$ cat config.mk
export PLATFORM = sky130hd
export DESIGN_NAME = spi_slave_link
export DESIGN_NICKNAME = d
export VERILOG_FILES = /design/src/rtl/spi_pkg.sv /design/src/rtl/spi_sync.sv /design/src/rtl/spi_slave_link.sv
export SDC_FILE = /design/constraint.sdc
export NUM_CORES = 1
export LEC_CHECK = 0
export ABC_AREA = 1
export ABC_CLOCK_PERIOD_IN_PS = 8600
export CORE_MARGIN = 1
export CORE_UTILIZATION = 35
export DETAILED_ROUTE_END_ITERATION = 8
export GPL_TIMING_DRIVEN = 0
export PLACE_DENSITY = 0.64
export SYNTH_ARGS = -nofsm -noshare
export SYNTH_HDL_FRONTEND = slang
export SYNTH_HIERARCHICAL = 1
export SYNTH_SLANG_ARGS = --single-unit
$ cat constraint.sdc
create_clock -name clk -period 8.6 [get_ports clk]
set_input_delay 1.72 -clock clk [delete_from_list [all_inputs] [get_ports clk]]
set_output_delay 1.72 -clock clk [all_outputs]
set_load 0.1 [all_outputs]
$ cat src/rtl/spi_pkg.sv
// Shared types and helpers for the SPI slave link.
package spi_pkg;

  typedef enum logic [1:0] {
    IDLE,
    LOAD,
    SHIFT,
    DONE
  } spi_state_e;

  typedef struct packed {
    logic cpol;
    logic cpha;
  } spi_mode_t;

  // Modes 0 and 3 sample on the rising sclk edge; modes 1 and 2 on the falling edge.
  function automatic logic sample_on_rise(input logic cpol, input logic cpha);
    return cpol == cpha;
  endfunction

endpackage

$ cat src/rtl/spi_sync.sv
// Multi-stage synchroniser for one asynchronous SPI pin, with a configurable reset level.
module spi_sync #(
  parameter int unsigned SYNC_STAGES = 2,
  parameter bit          RESET_VAL   = 1'b0
) (
  input  logic clk,
  input  logic reset,
  input  logic pin,
  output logic synced
);

  logic [SYNC_STAGES-1:0] stages;

  // Shift the pin through the synchroniser chain.
  always_ff @(posedge clk or posedge reset) begin
    if (reset) begin
      stages <= {SYNC_STAGES{RESET_VAL}};
    end else begin
      stages <= {stages[SYNC_STAGES-2:0], pin};
    end
  end

  assign synced = stages[SYNC_STAGES-1];

endmodule

$ cat src/rtl/spi_slave_link.sv
// SPI slave endpoint: synchronised inputs, full-duplex MSB-first shifter, frame integrity
// checking with good-frame and short-frame counters.
module spi_slave_link
  import spi_pkg::*;
#(
  parameter int unsigned FRAME_W     = 32,
  parameter int unsigned SYNC_STAGES = 2,
  parameter bit          CPOL        = 1'b0,
  parameter bit          CPHA        = 1'b0,
  parameter int unsigned CNT_W       = 16
) (
  input  logic               clk,
  input  logic               reset,
  input  logic               sclk,
  input  logic               mosi,
  input  logic               cs,
  output logic               miso,
  output logic               tx_req,
  input  logic [FRAME_W-1:0] tx_data,
  output logic [FRAME_W-1:0] rx_data,
  output logic               rx_valid,
  output logic               frame_err,
  output logic               busy,
  output logic [CNT_W-1:0]   frame_cnt,
  output logic [7:0]         err_cnt
);

  localparam spi_mode_t   MODE        = '{cpol: CPOL, cpha: CPHA};
  localparam bit          SAMPLE_RISE = sample_on_rise(MODE.cpol, MODE.cpha);
  localparam int unsigned BIT_W       = $clog2(FRAME_W + 1);

  logic cs_s, sclk_s, mosi_s;
  logic cs_q, sclk_q;

  spi_sync #(.SYNC_STAGES(SYNC_STAGES), .RESET_VAL(1'b1)) u_sync_cs (
    .clk(clk), .reset(reset), .pin(cs), .synced(cs_s)
  );
  spi_sync #(.SYNC_STAGES(SYNC_STAGES), .RESET_VAL(CPOL)) u_sync_sclk (
    .clk(clk), .reset(reset), .pin(sclk), .synced(sclk_s)
  );
  spi_sync #(.SYNC_STAGES(SYNC_STAGES), .RESET_VAL(1'b0)) u_sync_mosi (
    .clk(clk), .reset(reset), .pin(mosi), .synced(mosi_s)
  );

  spi_state_e         state_q, state_d;
  logic [BIT_W-1:0]   bit_cnt_q, bit_cnt_d;
  logic [FRAME_W-1:0] rx_sh_q, rx_sh_d, tx_sh_q, tx_sh_d, rx_data_q, rx_data_d, rx_next;
  logic               skip_q, skip_d, miso_q, miso_d, tx_req_q, tx_req_d;
  logic               rx_valid_q, rx_valid_d, frame_err_q, frame_err_d, busy_q, busy_d;
  logic [CNT_W-1:0]   frame_cnt_q, frame_cnt_d;
  logic [7:0]         err_cnt_q, err_cnt_d, err_cnt_inc;
  logic               cs_fall, cs_rise, sclk_rise, sclk_fall, sample_edge, shift_edge;

  assign cs_fall     = cs_q & ~cs_s;
  assign cs_rise     = ~cs_q & cs_s;
  assign sclk_rise   = ~sclk_q & sclk_s;
  assign sclk_fall   = sclk_q & ~sclk_s;
  assign sample_edge = SAMPLE_RISE ? sclk_rise : sclk_fall;
  assign shift_edge  = SAMPLE_RISE ? sclk_fall : sclk_rise;
  assign rx_next     = {rx_sh_q[FRAME_W-2:0], mosi_s};
  assign err_cnt_inc = (err_cnt_q == 8'hFF) ? 8'hFF : err_cnt_q + 8'd1;

  // Next-state and output decode; a cs rise takes priority over any sclk edge.
  always_comb begin
    state_d     = state_q;
    bit_cnt_d   = bit_cnt_q;
    rx_sh_d     = rx_sh_q;
    tx_sh_d     = tx_sh_q;
    rx_data_d   = rx_data_q;
    skip_d      = skip_q;
    miso_d      = miso_q;
    busy_d      = busy_q;
    frame_cnt_d = frame_cnt_q;
    err_cnt_d   = err_cnt_q;
    tx_req_d    = 1'b0;
    rx_valid_d  = 1'b0;
    frame_err_d = 1'b0;
    unique case (state_q)
      IDLE: begin
        miso_d = 1'b0;
        if (cs_fall) begin
          tx_req_d  = 1'b1;
          bit_cnt_d = '0;
          skip_d    = CPHA;
          busy_d    = 1'b1;
          state_d   = LOAD;
        end
      end
      LOAD, SHIFT: begin
        if (cs_rise) begin
          frame_err_d = 1'b1;
          err_cnt_d   = err_cnt_inc;
          busy_d      = 1'b0;
          miso_d      = 1'b0;
          state_d     = IDLE;
        end else if (state_q == LOAD) begin
          tx_sh_d = tx_data;
          miso_d  = tx_data[FRAME_W-1];
          state_d = SHIFT;
        end else if (sample_edge) begin
          rx_sh_d   = rx_next;
          bit_cnt_d = bit_cnt_q + BIT_W'(1);
          if (bit_cnt_q == BIT_W'(FRAME_W - 1)) begin
            rx_data_d   = rx_next;
            rx_valid_d  = 1'b1;
            frame_cnt_d = frame_cnt_q + CNT_W'(1);
            state_d     = DONE;
          end
        end else if (shift_edge) begin
          // In CPHA=1 the first shift edge would drop the MSB that LOAD already presented.
          if (skip_q) begin
            skip_d = 1'b0;
          end else begin
            tx_sh_d = tx_sh_q << 1;
            miso_d  = tx_sh_q[FRAME_W-2];
          end
        end
      end
      DONE: begin
        if (cs_rise) begin
          busy_d  = 1'b0;
          miso_d  = 1'b0;
          state_d = IDLE;
        end
      end
      default: state_d = IDLE;
    endcase
  end

  // State, shifters, counters and registered outputs.
  always_ff @(posedge clk or posedge reset) begin
    if (reset) begin
      cs_q        <= 1'b1;
      sclk_q      <= CPOL;
      state_q     <= IDLE;
      bit_cnt_q   <= '0;
      rx_sh_q     <= '0;
      tx_sh_q     <= '0;
      rx_data_q   <= '0;
      skip_q      <= 1'b0;
      miso_q      <= 1'b0;
      tx_req_q    <= 1'b0;
      rx_valid_q  <= 1'b0;
      frame_err_q <= 1'b0;
      busy_q      <= 1'b0;
      frame_cnt_q <= '0;
      err_cnt_q   <= '0;
    end else begin
      cs_q        <= cs_s;
      sclk_q      <= sclk_s;
      state_q     <= state_d;
      bit_cnt_q   <= bit_cnt_d;
      rx_sh_q     <= rx_sh_d;
      tx_sh_q     <= tx_sh_d;
      rx_data_q   <= rx_data_d;
      skip_q      <= skip_d;
      miso_q      <= miso_d;
      tx_req_q    <= tx_req_d;
      rx_valid_q  <= rx_valid_d;
      frame_err_q <= frame_err_d;
      busy_q      <= busy_d;
      frame_cnt_q <= frame_cnt_d;
      err_cnt_q   <= err_cnt_d;
    end
  end

  assign miso      = miso_q;
  assign tx_req    = tx_req_q;
  assign rx_data   = rx_data_q;
  assign rx_valid  = rx_valid_q;
  assign frame_err = frame_err_q;
  assign busy      = busy_q;
  assign frame_cnt = frame_cnt_q;
  assign err_cnt   = err_cnt_q;

endmodule

==> run_results.csv <==
group,metric,value,unit
floorplanning,start_util,0.358,
power,peakVddDrop,235,uV
cells_and_area,drive_above_1_share,0.0970,
synthesis,yosys_warnings,6,
sta,holdWs,0.348,ns
cells_and_area,area_delta_synth_final,30.4,%
routing,antenna_left,0,
power,cellPowerDensity,264,mW/mm^2
worst_setup_path,path_cells,"clkdlybuf4s50_1",
floorplanning,die_x,135,um
clock_network,cts_max_path_buffers,2,
global_route,track_usage,0.158,
cells_and_area,n_antenna_cell,0,
worst_setup_path,slowest_delay,1.17,ns
clock_network,clock_latency,0.42,ns
hold_path,holdCritStartpoint,"u_sync_mosi/stages[0]",
cells_and_area,fillers,1676,
global_route,grt_pass1_vias,4692,
global_route,antenna_found_initial,0,
sta,max_freq,266,MHz
synthesis,ys_ff_latch,139,
sta,rsz0062_at_grt,"no",
sta,slew_viol_final,0,
clock_network,clk_pin_slew,0.06,ns
clock_network,cts_buffers,17,
global_route,grt_pass1_wl,22700,um
synthesis,synthTopCellsByArea,"dfrtp_1 55%, nand2_1 13%, o21ai_0 8.7%",
clock_network,cts_hold_buf,0,
clock_network,cts_max_level,4,
status,status,"finished clean",
synthesis,syn_nets,760,
synthesis,syn_avg_cell_area,8.66,um^2
worst_setup_path,r2r_cells,12,
worst_setup_path,cpMaxStageDelayCell,"clkdlybuf4s50_1",
power,power.total,2.13,mW
routing,vias,4789,
sta,finClkSkew,0.00906,ns
clock_network,cts_resized,0,
placement,gp_congestion,0.799,
global_route,grt_max_degree,81,
worst_setup_path,r2r_setup_slack,6.43,ns
sta,worstMarginPinSlew,1.04,ns
clock_network,post_cts_buffers,0,
worst_setup_path,cp-start-kind,"flop",
sta,finalCritPeriodShare,0.438,
worst_setup_path,end_kind,"output pin",
routing,routed_via_density,4.48,
synthesis,synth_commonest_cells,"219 x nand2_1, 136 x dfrtp_1, 107 x o21ai_0",
synthesis,syn_inst,715,
sta,period_minus_slack,3.77,ns
floorplanning,die_area,0.0182,mm^2
worst_setup_path,worstPathRequired,6.88,ns
synthesis,synth.cell_area,0.00619,mm^2
synthesis,async_flop_share,1.00,
clock_network,cts.sinks,139,
global_route,overflow,0,
clock_network,root_buffer,"clkbuf_16",
synthesis,yosysUniqueCellTypes,29,
run,cap_violations,0,
worst_setup_path,cp.arrival,2.05,ns
routing,drc,0,
floorplanning,die_h,135,um
synthesis,synth_ff_type,"dfrtp_1",
worst_setup_path,reg2reg_to,"rx_data[2]",
worst_setup_path,cp_max_fo,7,
routing,totalWireLength,13100,um
sta,hold_viol,0,
floorplanning,io_pins,98,
floorplanning,core,0.0173,mm^2
sta,finalSetupViolCount,0,
hold_path,min_to,"u_sync_mosi/stages[1]",
synthesis,synth_area_leader_cell,"dfrtp_1",
worst_setup_path,critPathKind,"flop to output pin",
power,leakagePower,3.60,nW
synthesis,synth-seq-area-share,0.563,
hold_path,hold_class,"flop to flop",
clock_network,cts_tree,"done",
worst_setup_path,cp_num_buf_inv,1,
synthesis,yosysMostFrequentCell,"nand2_1",
hold_path,hold_depth,0,
placement,io_buffers,97,
synthesis,synth_top_area_share,0.550,
routing,firstDrtPassIters,4,
worst_setup_path,rr_startpoint,"state_q[0]",
floorplanning,rows,48,
sta,setup_tns,0,ns
sta,relSlewSlack,0.308,
cells_and_area,num-nets-final,877,
worst_setup_path,cpLargestDelayFamily,"buffers and inverters",
routing,post_drt_wl_per_cell,12.3,um
placement,dpl.hpwl,9150,um
synthesis,synth-edff-count,0,
routing,drt_first_iter_violations,184,
==> worst max path at each step <==
stage	slack (ns)	cells after the start	startpoint	end
detailed placement	5.28	1	frame_cnt[6]	frame_cnt[6]
global route	4.79	1	err_cnt[6]	err_cnt[6]
CTS	4.81	1	frame_cnt[6]	frame_cnt[6]
floorplan	3.33	1	reset	bit_cnt_q[0]
global placement	1.19	2	reset	rx_data[21]
finish	4.83	1	err_cnt[6]	err_cnt[6]
==> layout by cell type, fill, tap and decap left out, types with 2 or more instances in the layout <==
cell type | netlist | routed
nand2_1 | 219 | 219
dfrtp_1 | 136 | 136
o21ai_0 | 107 | 107
clkdlybuf4s50_1 | 0 | 97
inv_1 | 96 | 95
nor2_1 | 31 | 31
nand3_1 | 23 | 23
o21ai_2 | 23 | 23
clkbuf_16 | 0 | 17
clkbuf_1 | 10 | 10
o21ai_1 | 9 | 9
ha_1 | 8 | 8
inv_6 | 0 | 7
xnor2_1 | 6 | 6
xor2_1 | 6 | 6
buf_6 | 6 | 6
nand4_1 | 6 | 6
buf_2 | 5 | 5
buf_1 | 5 | 5
clkinv_4 | 0 | 3
dfstp_2 | 3 | 3
buf_4 | 2 | 2
nor2_4 | 2 | 2
or2_2 | 2 | 2
nor3_1 | 2 | 2
clkinvlp_4 | 0 | 2
bufinv_16 | 0 | 2
==> registers in the layout, summed over array words and instances (netlist names) <==
name                cells
u_sync_cs/stages        2
u_sync_mosi/stages      2
err_cnt                 8
rx_data                32
u_sync_sclk/stages      2
sclk_q                  1
cs_q                    1
rx_sh_q                31
tx_sh_q                31
tx_req                  1
busy                    1
frame_err               1
bit_cnt_q               6
state_q                 2
miso                    1
rx_valid                1
frame_cnt              16
==> routing by layer <==
| layer | GRT usage | vias up | wire length (um) |
|---|---|---|---|
| met5 | 0 | - | 0 |
| li1 | - | 2483 | - |
| met2 | 0.243 | 107 | 5850 |
| met1 | 0.215 | 2186 | 6480 |
| met4 | 0.0593 | 0 | 166 |
| met3 | 0.0405 | 13 | 630 |
==> cell families (layout without fill, tap and decap cells) <==
logic type,Yosys count,in the layout,synth area share
AO/OA/AOI/OAI,141,141,0.128
XOR/XNOR,12,12,0.0170
adder cells (fa/ha/maj),8,8,0.0162
buffers and inverters,126,256,0.0863
flip-flops,139,139,0.563
AND/OR/NAND/NOR,289,289,0.189
==> layout make-up <==
type                    instances  area, um^2  share of cell area
clock buffers                  18         439              0.0544
flip-flops and latches        139        3480               0.431
well taps                     225         282              0.0349
inverters                      98         375              0.0465
plain buffers                  28         164              0.0203
repair buffers                 98         998               0.124
clock inverters                14         159              0.0197
multi-input cells             450        2170               0.269
==> power breakdown <==
part | internal [mW] | switching, mW
Clock | 0.441 | 0.297
Sequential | 0.754 | 0.0454
Combinational | 0.174 | 0.420
Total | 1.37 | 0.761
==> stage by stage <==
stage / utilization / setup WS (ns) / cell area (um^2) / std cells
2_1_floorplan: - / 3.33 / 6190 / 715
3_3_place_gp: 0.430 / 1.19 / 7440 / 1037
3_5_place_dp: 0.432 / 5.28 / 7470 / 1038
4_1_cts: 0.467 / 4.81 / 8070 / 1070
5_1_grt: 0.467 / 4.79 / 8070 / 1070
6_report: 0.467 / 4.83 / 8070 / 1070
Note: power is estimated with default switching activity, not from simulation.
